**src/rtl/ll_pop_scheduler_pkg.sv**
```systemverilog
// Shared linked-list FIFO parameters and helpers used by the pop scheduler.
package ll_pop_scheduler_pkg;

    localparam int unsigned LL_WIDTH     = 4;
    localparam int unsigned LL_NUM_FIFOS = 2;

    // Queue-select width, never narrower than one bit.
    function automatic int unsigned sel_width(input int unsigned n);
        return (n > 1) ? $clog2(n) : 1;
    endfunction

    localparam int unsigned LL_SEL_WIDTH = sel_width(LL_NUM_FIFOS);

endpackage

```
**src/rtl/ll_pop_scheduler_if.sv**
```systemverilog
// Pop-side and downstream signals of the scheduler, bundled for port connection.
interface ll_pop_scheduler_if
    import ll_pop_scheduler_pkg::*;
#(
    parameter int unsigned WIDTH     = LL_WIDTH,
    parameter int unsigned NUM_FIFOS = LL_NUM_FIFOS,
    parameter int unsigned SEL_WIDTH = sel_width(NUM_FIFOS)
) ();

    logic [NUM_FIFOS-1:0] empty;
    logic [WIDTH-1:0]     data_out;
    logic [NUM_FIFOS-1:0] q_en;
    logic                 pop;
    logic [SEL_WIDTH-1:0] pop_sel;
    logic                 out_valid;
    logic                 out_ready;
    logic [WIDTH-1:0]     out_data;
    logic [SEL_WIDTH-1:0] out_qid;
    logic [15:0]          pop_cnt;

    modport master (
        input  empty, data_out, q_en, out_ready,
        output pop, pop_sel, out_valid, out_data, out_qid, pop_cnt
    );

    modport slave (
        output empty, data_out, q_en, out_ready,
        input  pop, pop_sel, out_valid, out_data, out_qid, pop_cnt
    );

endinterface

```
**src/rtl/rr_arbiter.sv**
```systemverilog
// Round-robin search: first requesting index at or after ptr, wrapping upward.
module rr_arbiter #(
    parameter int unsigned NUM_FIFOS = 2,
    parameter int unsigned SEL_WIDTH = 1
) (
    input  logic [NUM_FIFOS-1:0] req,
    input  logic [SEL_WIDTH-1:0] ptr,
    output logic                 gnt_vld,
    output logic [SEL_WIDTH-1:0] gnt_idx
);

    logic                 hi_found;
    logic [SEL_WIDTH-1:0] hi_idx;
    logic [SEL_WIDTH-1:0] lo_idx;

    // Descending scan leaves the lowest hit; hi_* only counts indices >= ptr.
    always_comb begin
        hi_found = 1'b0;
        hi_idx   = '0;
        lo_idx   = '0;
        for (int i = NUM_FIFOS - 1; i >= 0; i--) begin
            if (req[i]) begin
                lo_idx = SEL_WIDTH'(i);
                if (i >= int'(ptr)) begin
                    hi_found = 1'b1;
                    hi_idx   = SEL_WIDTH'(i);
                end
            end
        end
        gnt_vld = |req;
        if (hi_found) begin
            gnt_idx = hi_idx;
        end else if (gnt_vld) begin
            gnt_idx = lo_idx;
        end else begin
            gnt_idx = ptr;
        end
    end

endmodule

```
**src/rtl/ll_pop_scheduler.sv**
```systemverilog
// Round-robin pop scheduler for a shared multi-queue FIFO with a 2-entry output buffer.
module ll_pop_scheduler
    import ll_pop_scheduler_pkg::*;
#(
    parameter int unsigned WIDTH     = LL_WIDTH,
    parameter int unsigned NUM_FIFOS = LL_NUM_FIFOS,
    parameter int unsigned SEL_WIDTH = sel_width(NUM_FIFOS)
) (
    input  logic               clk,
    input  logic               rst,
    ll_pop_scheduler_if.master bus
);

    localparam int unsigned ObW = SEL_WIDTH + WIDTH;

    logic [NUM_FIFOS-1:0] eligible;
    logic                 gnt_vld;
    logic [SEL_WIDTH-1:0] gnt_idx;
    logic                 space;
    logic                 ob_wr;
    logic                 ob_rd;

    logic [SEL_WIDTH-1:0] rr_ptr_q, rr_ptr_d;
    logic [15:0]          pop_cnt_q, pop_cnt_d;
    logic [1:0]           ob_cnt_q, ob_cnt_d;
    logic                 ob_wp_q, ob_wp_d;
    logic                 ob_rp_q, ob_rp_d;
    logic [ObW-1:0]       ob_mem_q [2];
    logic [ObW-1:0]       ob_mem_d [2];

    assign eligible = ~bus.empty & bus.q_en;

    rr_arbiter #(
        .NUM_FIFOS (NUM_FIFOS),
        .SEL_WIDTH (SEL_WIDTH)
    ) u_rr_arbiter (
        .req     (eligible),
        .ptr     (rr_ptr_q),
        .gnt_vld (gnt_vld),
        .gnt_idx (gnt_idx)
    );

    always_comb begin
        bus.out_valid = (ob_cnt_q != 2'd0);
        {bus.out_qid, bus.out_data} = ob_mem_q[ob_rp_q];
        bus.pop_sel   = gnt_idx;
        bus.pop_cnt   = pop_cnt_q;
        ob_rd         = bus.out_valid & bus.out_ready;
        // A draining head frees a slot in the same cycle, so a full buffer can still accept.
        space         = (ob_cnt_q < 2'd2) | ob_rd;
        bus.pop       = rst & gnt_vld & space;
        ob_wr         = bus.pop;
    end

    always_comb begin
        rr_ptr_d  = rr_ptr_q;
        pop_cnt_d = pop_cnt_q;
        ob_cnt_d  = ob_cnt_q;
        ob_wp_d   = ob_wp_q;
        ob_rp_d   = ob_rp_q;
        ob_mem_d  = ob_mem_q;
        if (ob_wr) begin
            rr_ptr_d  = (gnt_idx == SEL_WIDTH'(NUM_FIFOS - 1)) ? '0 : gnt_idx + SEL_WIDTH'(1);
            pop_cnt_d = pop_cnt_q + 16'd1;
            ob_mem_d[ob_wp_q] = {gnt_idx, bus.data_out};
            ob_wp_d   = ~ob_wp_q;
        end
        if (ob_rd) begin
            ob_rp_d = ~ob_rp_q;
        end
        if (ob_wr && !ob_rd) begin
            ob_cnt_d = ob_cnt_q + 2'd1;
        end else if (!ob_wr && ob_rd) begin
            ob_cnt_d = ob_cnt_q - 2'd1;
        end
    end

    always_ff @(posedge clk or negedge rst) begin
        if (!rst) begin
            rr_ptr_q    <= '0;
            pop_cnt_q   <= '0;
            ob_cnt_q    <= '0;
            ob_wp_q     <= 1'b0;
            ob_rp_q     <= 1'b0;
            ob_mem_q[0] <= '0;
            ob_mem_q[1] <= '0;
        end else begin
            rr_ptr_q    <= rr_ptr_d;
            pop_cnt_q   <= pop_cnt_d;
            ob_cnt_q    <= ob_cnt_d;
            ob_wp_q     <= ob_wp_d;
            ob_rp_q     <= ob_rp_d;
            ob_mem_q[0] <= ob_mem_d[0];
            ob_mem_q[1] <= ob_mem_d[1];
        end
    end

endmodule

```
**src/flat_wrapper.sv**
```systemverilog
// flat-port wrapper written by rule: the top's interface ports become plain ports
module ll_pop_scheduler_flat import ll_pop_scheduler_pkg::*;
#(
    parameter int unsigned WIDTH     = LL_WIDTH,
    parameter int unsigned NUM_FIFOS = LL_NUM_FIFOS,
    parameter int unsigned SEL_WIDTH = sel_width(NUM_FIFOS)
)
  (clk, rst, bus_empty, bus_data_out, bus_q_en, bus_out_ready, bus_pop, bus_pop_sel, bus_out_valid, bus_out_data, bus_out_qid, bus_pop_cnt);
  ll_pop_scheduler_if #(.WIDTH(WIDTH), .NUM_FIFOS(NUM_FIFOS), .SEL_WIDTH(SEL_WIDTH)) bus_i ();
  input  logic clk;
  input  logic rst;
  input wire logic [$bits(bus_i.empty)-1:0] bus_empty;
  input wire logic [$bits(bus_i.data_out)-1:0] bus_data_out;
  input wire logic [$bits(bus_i.q_en)-1:0] bus_q_en;
  input wire logic [$bits(bus_i.out_ready)-1:0] bus_out_ready;
  output wire logic [$bits(bus_i.pop)-1:0] bus_pop;
  output wire logic [$bits(bus_i.pop_sel)-1:0] bus_pop_sel;
  output wire logic [$bits(bus_i.out_valid)-1:0] bus_out_valid;
  output wire logic [$bits(bus_i.out_data)-1:0] bus_out_data;
  output wire logic [$bits(bus_i.out_qid)-1:0] bus_out_qid;
  output wire logic [$bits(bus_i.pop_cnt)-1:0] bus_pop_cnt;
  assign bus_i.empty = bus_empty;
  assign bus_i.data_out = bus_data_out;
  assign bus_i.q_en = bus_q_en;
  assign bus_i.out_ready = bus_out_ready;
  assign bus_pop = bus_i.pop;
  assign bus_pop_sel = bus_i.pop_sel;
  assign bus_out_valid = bus_i.out_valid;
  assign bus_out_data = bus_i.out_data;
  assign bus_out_qid = bus_i.out_qid;
  assign bus_pop_cnt = bus_i.pop_cnt;
  ll_pop_scheduler #(.WIDTH(WIDTH), .NUM_FIFOS(NUM_FIFOS), .SEL_WIDTH(SEL_WIDTH)) u_core (.clk(clk), .rst(rst), .bus(bus_i));
endmodule
```
**config.mk**
```make
export PLATFORM = sky130hd
export DESIGN_NAME = ll_pop_scheduler_flat
export DESIGN_NICKNAME = d
export VERILOG_FILES = /design/src/rtl/ll_pop_scheduler_pkg.sv /design/src/rtl/ll_pop_scheduler_if.sv /design/src/rtl/rr_arbiter.sv /design/src/rtl/ll_pop_scheduler.sv /design/src/flat_wrapper.sv
export SDC_FILE = /design/constraint.sdc
export NUM_CORES = 1
export LEC_CHECK = 0
export BUFFER_PORTS_ARGS = -buffer_cell sky130_fd_sc_hd__buf_2
export CORE_MARGIN = 2
export CORE_UTILIZATION = 40
export CTS_BUF_LIST = sky130_fd_sc_hd__clkbuf_4
export DETAILED_ROUTE_END_ITERATION = 16
export GPL_TIMING_DRIVEN = 1
export RECOVER_POWER = 100
export SYNTH_ARGS = -nofsm -noshare
export SYNTH_HDL_FRONTEND = slang
export SYNTH_SLANG_ARGS = --single-unit
```
**constraint.sdc**
```tcl
create_clock -name clk -period 3.2 [get_ports clk]
set_input_delay 0.48 -clock clk [delete_from_list [all_inputs] [get_ports clk]]
set_output_delay 0.48 -clock clk [all_outputs]
set_load 0.1 [all_outputs]
```
Word level (Yosys, flattened, before mapping)
Cells that the tools add are included.

operators by class
  add/subtract/negate cells = 4
  order comparisons = 5
  muxes and demuxes = 17
  bitwise logic cells = 10
  reductions and logical operators = 8

operator list
  cell                                                        number
  2-to-1 mux 5 bit                                            4
  adder 16 x 1 -> 16 bit, second input constant               1
  bitwise mux 10 bit                                          1
  2-to-1 mux 1 bit                                            9
  demux 5 bit (select 1 bit)                                  1
  >= comparator 2 bit, second input constant                  2
  2-to-1 mux 2 bit                                            2
  NOT 1 -> 2 bit                                              2
  nonzero test 2 bit                                          2
  bitwise AND 1 bit                                           3
  logical AND 1 bit                                           3
  adder 2 x 1 -> 2 bit, second input constant                 1
  bitwise AND 2 bit                                           1
  zero test 1 bit                                             2
  less-than comparator 2 x 1 -> 1 bit, second input constant  1
  less-than comparator 2 bit, second input constant           1
  NOT 1 bit                                                   2
  NOT 2 bit                                                   1
  OR reduction 2 bit                                          1
  subtractor 2 x 1 -> 2 bit, second input constant            1
  adder 1 bit, second input constant                          1
  >= comparator 1 bit, first input constant                   1
  OR 1 bit                                                    1

storage, ports and cells
  flip-flop bits (word level) = 31
  input bits = 11

Longest topological paths before layout
  depth in word-level cells = 9
  mapped depth = 7

Modules after synthesis
From an unflattened synthesis, not the netlist that was laid out.

second synthesis, totals
  cell total of the unflattened synthesis = 113
  area, all modules = 1433.9 um2

by module, submodules not included
  module            times used  cells an instance  area an instance (um2)  sequential area each (um2)
  ll_pop_scheduler  1           110                1412.6                  775.7
  rr_arbiter        1           3                  21.3                    0.0

Worst setup path after synthesis
OpenSTA, ideal clock, no wires.

  path kind = input-to-reg
  from = input port bus_q_en[1]
  to = register u_core.ob_mem_q[4] in the netlist's numbering
  library setup time = 0.081 ns
  arrival time = 3.334 ns
  required time = 3.119 ns
  slack = -0.215 ns
  cell stages on the path = 4
  cell sequence = nor2b_4 nor2_1 o21ai_0 mux2_2

on the way
  word-level cells in the longest chain between the ends = 6
  elaborated cells on any way between the ends = 13
  those cells by class = mux (9); bitwise (3); reduce/logical (1)

RTL lines
  item                                 line                                source
  start, declared                      flat_wrapper.sv:14                  input wire logic [$bits(bus_i.q_en)-1:0] bus_q_en;
  bitwise AND 2 bit (*)                ll_pop_scheduler.sv:31              assign eligible = ~bus.empty & bus.q_en;
  2-to-1 mux 1 bit                     rr_arbiter.sv:22                    if (req[i]) begin
  2-to-1 mux 1 bit (on tied branches)  rr_arbiter.sv:22, rr_arbiter.sv:24
  2-to-1 mux 1 bit (on tied branches)  rr_arbiter.sv:33, rr_arbiter.sv:22
  2-to-1 mux 1 bit (*)                 rr_arbiter.sv:31                    if (hi_found) begin
  net bus_pop_sel                      flat_wrapper.sv:17                  output wire logic [$bits(bus_i.pop_sel)-1:0] bus_pop_sel;
  bitwise mux 10 bit (*)               ll_pop_scheduler.sv:65              ob_mem_d[ob_wp_q] = {gnt_idx, bus.data_out};
  end, declared                        ll_pop_scheduler.sv:28              logic [ObW-1:0] ob_mem_q [2];

Mark *: on every way through the listed nets, which the timed path passes. The rest lies on a longest branch.
A chain may end at the register's enable or synchronous reset.

Worst setup path after layout
  from = register u_core.ob_cnt_q[1]
  to = output port bus_pop

on the way
  word-level cells in the longest chain between the ends = 4
  elaborated cells on any way between the ends = 5
  those cells by class = order compare (1); bitwise (3); reduce/logical (1)

RTL lines
  item                    line                    source
  start, declared         ll_pop_scheduler.sv:25  logic [1:0] ob_cnt_q, ob_cnt_d;
  start signal, assigned  ll_pop_scheduler.sv:90  ob_cnt_q <= ob_cnt_d;
  nonzero test 2 bit      ll_pop_scheduler.sv:44  bus.out_valid = (ob_cnt_q != 2'd0);
  bitwise AND 1 bit       ll_pop_scheduler.sv:48  ob_rd = bus.out_valid & bus.out_ready;
  OR 1 bit (*)            ll_pop_scheduler.sv:50  space = (ob_cnt_q < 2'd2) | ob_rd;
  bitwise AND 1 bit (*)   ll_pop_scheduler.sv:51  bus.pop = rst & gnt_vld & space;
  end, declared           flat_wrapper.sv:16      output wire logic [$bits(bus_i.pop)-1:0] bus_pop;

Mark *: on every way between the ends. The rest lies on a longest branch, timed or not.

==> metrics.cfg <==
[clocking]
numCtsBuffers = 5
cts.path.max_buffers = 2
h-tree-depth = 2
hold_buffers = 0
cts_tree = built
clk_pin_slew_ns = 0.09
cts_setup_buffers = 0
insertion_delay_ns = 0.31
cts_resized = 0
clkSinkCount = 31
clockRootBuffer = clkbuf_4

[timing]
period_share_pct = 80.0
finalSetupViolCount = 0
slew_violations = 32
relSlewSlack_pct = -6.35
fin_skew_ns = 0.00417
hold_violations = 0
tns_ns = 0
max_freq_ghz = 0.391
worst_pin_slew_ns = 1.60
fin_crit_ns = 2.56
rsz0062_at_grt = no

[logic_synthesis]
synth.distinct_cells = 25
syn_inst = 110
ys_seq_area_share_pct = 54.4
yosysTopAreaCellShare_pct = 54.4
synthFlopType = dfrtp_1
synth_area_leaders = dfrtp_1 54%, xnor2_1 10%, mux2_2 8.7%
syn_avg_cell_area_sq_um = 13.0
synth_async_sr_flop_share_pct = 100
yosysMostFrequentCell = dfrtp_1
synth_warnings = 0
syn_area_sq_um = 1430
ys_top_cells_by_count = 31 x dfrtp_1, 17 x xnor2_1, 11 x mux2_2
synth-edff-count = 0
synth.net_count = 123
yosysTopAreaCell = dfrtp_1
ys_seq_elements = 31

[cells_and_area]
fillers = 344
drive_above_1_share_pct = 20.8
regArea_sq_um = 776
multi_input_area_sq_um = 603
nets = 162
antenna_cells = 0
syn_to_final_growth_pct = 14.5

[die]
rows = 21
pin_count = 35
coreArea_sq_um = 3390
die_x_um = 63.7
die-area_sq_um = 4060
die_h_um = 63.7
start_util_pct = 42.1

[global_routing]
antenna_found_initial = 0
grt_use_met1_pct = 17.8
grt_overflow = 0
grt.met3_usage_pct = 3.57
first_global_vias = 1016
grt_pass1_wl_mm = 4.57
grt_max_degree = 32
grt_use_total_pct = 14.6
met2_usage_pct = 24.5
top_usage_layer = met2

[placed_design]
gp_congestion = 0.699
hpwl_mm = 1.79
io_buffers = 34

[worst_setup_path]
start_kind = flip-flop
worst_ep_arrival_time_ns = 2.08
cp.required_ns = 2.72
critPathKind = flip-flop to output pin
endpoint_kind = output pin
cp_max_fo = 23

[detailed_routing]
drt-pass1-iter-count = 4
drt_iter0_drc = 17
drc = 0
dr_total_vias = 950
routed_wirelength_mm = 2.47
postRouteAntennaNets = 0
via_per_inst = 4.87
wire_per_inst_um = 12.6

[outcome]
violations = capacitance limit, slew limit
status = finished, violations left

[worst_hold_path]
hold_path_class = primary input to flip-flop

[flow_run]
drv_cap = 1

## cells by family after synthesis
logic type / synth area share [%]
flops: 54.4
mux: 13.9
compound gates: 2.10
buf+inv: 2.10
simple gates: 13.4
xor+xnor: 12.3
fa+ha+maj: 1.75
## layout make-up
class / instances / share of cell area [%]
clock buffer: 5 / 2.30
clock inverter: 2 / 0.536
inverter: 2 / 0.460
multi-input combinational: 74 / 36.9
sequential: 31 / 47.5
tap: 46 / 3.52
timing repair buffer: 35 / 8.74
## cells in the final DEF, fill, tap and decap left out, drive strengths merged, types with 2 or more instances in the layout
cell	synthesis	routed
mux2	16	16
inv	2	2
and2b	2	2
buf	2	9
xor2	3	3
nand4	7	7
nor2	4	4
xnor2	17	17
dfrtp	31	31
nor2b	2	2
ha	2	2
clkinv	0	2
nand3	6	6
clkbuf	1	31
and3	4	4
nand2	6	6
## sequential cells by signal, summed over array words and instances, names as in the netlist
| name | cells |
|---|---|
| u_core.bus.pop_cnt | 16 |
| u_core.ob_mem_q | 10 |
| u_core.ob_rp_q | 1 |
| u_core.rr_ptr_q | 1 |
| u_core.ob_wp_q | 1 |
| u_core.ob_cnt_q | 2 |
## metrics by stage
stage | hold slack [ns] | cell area, sq um | util [%] | instances | setup slack, ns
after floorplan | 0.184 | 1430 | - | 110 | 0.623
after global placement | 0.460 | 1640 | 48.4 | 188 | 1.15
after detailed placement | 0.466 | 1640 | 48.4 | 188 | 1.13
after CTS | 0.203 | 1690 | 49.7 | 195 | 1.04
after global routing | 0.390 | 1630 | 48.2 | 195 | 0.564
final | 0.401 | 1630 | 48.2 | 195 | 0.641
## worst paths after layout
kind	startpoint	to	slack (ns)	cells past startpoint
worst min-delay path	bus_data_out[2]	u_core.ob_mem_q[7]	0.40	2
min in group asynchronous	rst	u_core.ob_cnt_q[1]	0.71	2
worst max-delay path	u_core.ob_cnt_q[1]	bus_pop	0.64	3
max in group asynchronous	rst	u_core.ob_mem_q[1]	1.56	2
worst min register to register	u_core.bus.pop_cnt[15]	u_core.bus.pop_cnt[15]	0.48	1
worst max register to register	u_core.ob_cnt_q[1]	u_core.ob_mem_q[8]	1.52	4
## metal layers
metal,share of wire [%],wire [um],up-vias
met1,45,1100,465
met5,0,0,-
met4,1.5,37,0
li1,-,-,458
met2,49,1210,23
met3,4.6,114,4
## critical path, stage by stage (launching register included)
cell and delay, ns:
dfrtp_1 0.39, inv_1 0.10, o221a_4 0.38, clkbuf_1 0.89
Power is left out: the tool's default activity adds up to more than one toggle a clock period on the data nets, which glitch-free logic cannot reach.
